--- config.mk ---
export PLATFORM = sky130hd
export DESIGN_NAME = mult_dot_acc
export DESIGN_NICKNAME = d
export VERILOG_FILES = /design/src/rtl/mult_pkg.sv /design/src/rtl/mult_mnbit.sv /design/src/rtl/mult_dot_acc.sv
export SDC_FILE = /design/constraint.sdc
export NUM_CORES = 1
export LEC_CHECK = 0
export CAP_MARGIN = 10
export CORE_MARGIN = 2
export CORE_UTILIZATION = 45
export CTS_CLUSTER_DIAMETER = 30
export DETAILED_ROUTE_END_ITERATION = 16
export GPL_TIMING_DRIVEN = 0
export HOLD_SLACK_MARGIN = 0.06
export PLACE_DENSITY = 0.68
export SLEW_MARGIN = 25
export SYNTH_ARGS = -nofsm -noshare
export SYNTH_HDL_FRONTEND = slang
export SYNTH_SLANG_ARGS = --single-unit
--- constraint.sdc ---
create_clock -name clk -period 8.85 [get_ports clk]
set_input_delay 2.2125 -clock clk [delete_from_list [all_inputs] [get_ports clk]]
set_output_delay 2.2125 -clock clk [all_outputs]
set_load 0.005 [all_outputs]
--- src/rtl/mult_pkg.sv ---
// mult_pkg: FSM state encoding and accumulator width helper for mult_dot_acc
package mult_pkg;
  typedef enum logic [1:0] {IDLE, RUN, DRAIN, DONE} state_t;
  function automatic int acc_width(input int m, input int n, input int len_w);
    return m + n + len_w;
  endfunction
endpackage

--- src/rtl/mult_mnbit.sv ---
// mult_mnbit: combinational unsigned MxN multiplier (A, B in; product out, M+N bits)
module mult_mnbit #(
  parameter int M = 4,
  parameter int N = 4
) (
  input  logic [M-1:0]   A,
  input  logic [N-1:0]   B,
  output logic [M+N-1:0] product
);
  assign product = {{N{1'b0}}, A} * {{M{1'b0}}, B};
endmodule

--- src/rtl/mult_dot_acc.sv ---
// mult_dot_acc: len-term unsigned dot product; start/len, in_valid/in_ready A,B stream, out_valid/out_ready acc, busy
module mult_dot_acc
  import mult_pkg::*;
#(
  parameter int M     = 4,
  parameter int N     = 4,
  parameter int LEN_W = 4,
  parameter int ACC_W = acc_width(M, N, LEN_W)
) (
  input  logic             clk,
  input  logic             rst,
  input  logic             start,
  input  logic [LEN_W-1:0] len,
  input  logic             in_valid,
  output logic             in_ready,
  input  logic [M-1:0]     A,
  input  logic [N-1:0]     B,
  output logic             out_valid,
  input  logic             out_ready,
  output logic [ACC_W-1:0] acc,
  output logic             busy
);
  state_t             state;
  logic [LEN_W-1:0]   cnt;
  logic [LEN_W-1:0]   len_q;
  logic [M+N-1:0]     product;
  logic [M+N-1:0]     prod_q;
  logic               pv;
  logic               fire;
  mult_mnbit #(.M(M), .N(N)) u_mult (.A(A), .B(B), .product(product));
  assign fire      = in_valid && in_ready;
  assign in_ready  = state == RUN;
  assign out_valid = state == DONE;
  assign busy      = state != IDLE;
  always_ff @(posedge clk) begin
    if (rst) begin
      state  <= IDLE;
      cnt    <= '0;
      len_q  <= '0;
      prod_q <= '0;
      pv     <= 1'b0;
      acc    <= '0;
    end else begin
      pv <= fire;
      if (fire) prod_q <= product;
      if (pv) acc <= acc + ACC_W'(prod_q);
      case (state)
        IDLE: if (start) begin
          len_q <= len;
          cnt   <= '0;
          acc   <= '0;
          state <= len == '0 ? DONE : RUN;
        end
        RUN: if (fire) begin
          cnt <= cnt + 1'b1;
          if (cnt + 1'b1 == len_q) state <= DRAIN;
        end
        DRAIN: if (!pv) state <= DONE;
        DONE: if (out_ready) state <= IDLE;
        default: state <= IDLE;
      endcase
    end
  end
endmodule

==> results.json <==
{
  "fin_util_pct": 55.9,
  "ys_seq_area_share_pct": 28.7,
  "grtUsageMet3_pct": 4.94,
  "cp_top_family": "adder cells",
  "synthDominantCellAreaShare_pct": 28.7,
  "port_buffers": 31,
  "async_flop_share_pct": 0,
  "wl_per_cell_um": 12.8,
  "cts_num_sinks": 31,
  "timing.setup.tns_ns": 0,
  "maxSlewViolCount": 0,
  "synth-simple-area-share_pct": 22.9,
  "critical_path.n_buffers_inverters": 2,
  "yosysTopAreaCell": "dfxtp_1",
  "cp_common_cell": "fa_1",
  "setup_viol": 0,
  "insertion_delay_ns": 0.27,
  "yosysMostFrequentCell": "dfxtp_1",
  "use_met2_pct": 28.9,
  "dpl.hpwl_um": 3500,
  "start_util_pct": 46.1,
  "skew_ns": 0.00396,
  "dr.pass1.iters": 4,
  "cts_inserted_buffers": 5,
  "grt_pass1_vias": 1690,
  "ys_types": 41,
  "cts_htree_levels": 2,
  "finalPower_uw": 411,
  "p_leak_uw": 0.00111,
  "path_clk_slew_ns": 0.06,
  "ant_nets": 0,
  "grt_first_pass_wirelength_um": 7550,
  "drt-initial-drc-count": 77,
  "cts_setup_buffers": 0,
  "synth_area_leaders": "dfxtp_1 29%, ha_1 15%, a21oi_1 4.9%",
  "critPathKind": "input pin to flop",
  "worst_slew_pin_slew_ns": 0.718,
  "die-area_sq_um": 5380,
  "synthXorXnorAreaFrac_pct": 4.45,
  "grt_util_all_layers_pct": 18.3,
  "period_share_pct": 56.9,
  "synth_compound_area_share_pct": 16.4,
  "core_area_sq_um": 4690,
  "cts_tree": "done",
  "fp-row-count": 25,
  "rsz0062_at_grt": "no",
  "ff2ff_path_depth": 7,
  "grt_max_degree": 11,
  "drv_cap": 0,
  "power-per-cell-area_nw_per_um2": 157,
  "status": "finished, final reports clean",
  "synth_top_family_by_area": "simple AND/OR/NAND/NOR gates",
  "regToRegStartpoint": "state[0]$_SDFFE_PP0P_",
  "peakVddDrop_mv": 0.0860,
  "startpoint": "A[0]",
  "r2r_slack_ns": 6.86,
  "syn_to_final_growth_pct": 21.2,
  "crit_slowest_cell": "fa_1",
  "antenna_found_initial": 0,
  "synth_warnings": 0,
  "synthCells": 251,
  "hold_viol": 0,
  "start_kind": "input pin",
  "ys_ff_latch": 31,
  "finalWorstSetupSlack_ns": 3.81,
  "muxShareOfSynthArea_pct": 4.86,
  "cts_hold_buf": 0,
  "syn-cell-area_sq_um": 2160,
  "synthTopCellsByCount": "31 x dfxtp_1, 28 x nand2_1, 26 x ha_1",
  "syn_nets": 299,
  "antennaDiodeCount": 0,
  "nFillCells": 456,
  "period_needed_ns": 5.04,
  "synth_ff_type": "dfxtp_1",
  "post_cts_resized": 0,
  "syn_area_per_cell_sq_um": 8.62,
  "cp.required_ns": 9.01,
  "use_met1_pct": 23.9,
  "dp_slack_ns": 3.49,
  "max_freq_mhz": 198,
  "synth-edff-count": 0,
  "routabilityCongestion": 0.773,
  "critPathMaxFanout": 4,
  "clockRootBuffer": "clkbuf_8",
  "gr-max-usage-layer": "met2",
  "cp-end-kind": "flop",
  "clockBufferDepth": 2,
  "reg2reg_to": "state[1]$_SDFFE_PP0P_",
  "totalWireLength_um": 4400,
  "nNetsFinal": 337,
  "worstHoldPathCells": 2,
  "slew_headroom_pct": 52.1,
  "drive_above_1_share_pct": 3.45,
  "die_y_um": 73.4,
  "grt_overflow": 0,
  "synth-adder-area-share_pct": 19.7,
  "pin_count": 32,
  "die_x_um": 73.4,
  "drcViolationCount": 0,
  "min_from": "prod_q[0]$_SDFFE_PP0P_",
  "critPathMaxStageDelay_ns": 0.53,
  "crit_chain": "clkdlybuf4s50_1 -> nand2_1 -> fa_1 -> inv_1 -> fa_1 -> ha_1 -> a21o_1 -> a21oi_1 -> o21ai_0 -> mux2i_1 -> a311o_1",
  "worstPathArrival_ns": 5.20,
  "min_path_type": "flop to flop",
  "num_vias": 1861,
  "avgViaCountPerCell": 5.41,
  "holdPathEnd": "prod_q[0]$_SDFFE_PP0P_"
}
-- worst register-to-register path: stages, from the launching register on --
cell,delay [ns]
dfxtp_1,0.38
inv_1,0.10
ha_1,0.20
buf_2,0.17
nor2b_1,0.21
a2111oi_4,0.33
nand2_1,0.17
mux2_4,0.32
-- kinds of logic (layout without fill, tap and decap cells) --
| group | after synthesis | count (layout) |
|---|---|---|
| flops | 31 | 31 |
| compound gates | 55 | 55 |
| buf+inv | 17 | 56 |
| xor+xnor | 11 | 11 |
| fa+ha+maj | 31 | 31 |
| simple gates | 96 | 96 |
| mux | 10 | 10 |
-- layer usage --
layer	vias up	part of all wire [%]
met1	854	50
li1	962	-
met4	0	1.0
met5	-	0
met2	43	45
met3	2	4.0
-- where the power goes --
part,switching [uW],internal [uW]
clock,49.0,55.1
sequential,10.2,152
combinational,78.3,67.0
total,138,274
-- worst max-delay path by stage --
stage | endpoint | cells after the start | slack [ns]
after floorplan | prod_q[7]$_SDFFE_PP0P_ | 10 | 4.20
after global placement | prod_q[7]$_SDFFE_PP0P_ | 11 | 3.54
after detailed placement | prod_q[7]$_SDFFE_PP0P_ | 11 | 3.49
after CTS | prod_q[7]$_SDFFE_PP0P_ | 11 | 3.79
after global routing | prod_q[7]$_SDFFE_PP0P_ | 11 | 3.67
final | prod_q[7]$_SDFFE_PP0P_ | 11 | 3.81
-- cell usage in the layout (no fill, tap or decap), types with 2 or more instances in the layout --
cell / instances
a211oi_1: 2
a21o_1: 6
a21oi_1: 21
and2_1: 13
and4_1: 2
buf_2: 2
clkbuf_1: 6
clkbuf_8: 5
clkdlybuf4s50_1: 31
dfxtp_1: 31
fa_1: 5
ha_1: 26
inv_1: 10
mux2i_1: 9
nand2_1: 28
nand2b_1: 3
nand3_1: 8
nand3b_1: 4
nand4_1: 2
nand4b_1: 2
nor2_1: 17
nor2b_1: 6
nor3_1: 3
o211ai_1: 3
o21ai_0: 14
or3_1: 4
xnor2_1: 8
xor2_1: 3
-- layout make-up --
type / count / area (sq um) / share of cell area [%]
Tap cell: 54 / 67.6 / 2.58
Inverter: 10 / 37.5 / 1.43
Multi-Input combinational cell: 203 / 1480 / 56.3
Clock buffer: 7 / 76.3 / 2.91
Clock inverter: 1 / 5.00 / 0.191
Buffer: 7 / 28.8 / 1.10
Sequential cell: 31 / 621 / 23.7
Timing Repair Buffer: 31 / 310 / 11.8
-- through the flow --
step | hold slack (ns) | cells | instance area (sq um)
after floorplan | 0.436 | 251 | 2160
after global placement | 0.452 | 336 | 2540
after detailed placement | 0.455 | 336 | 2540
after CTS | 0.464 | 344 | 2620
after global routing | 0.487 | 344 | 2620
final | 0.463 | 344 | 2620
-- state kept, by name (all words and copies together) (netlist names) --
register and count:
acc 12, prod_q 8, cnt 4, len_q 4
state 2, pv 1
No activity file was read; power rests on OpenSTA's default activity.
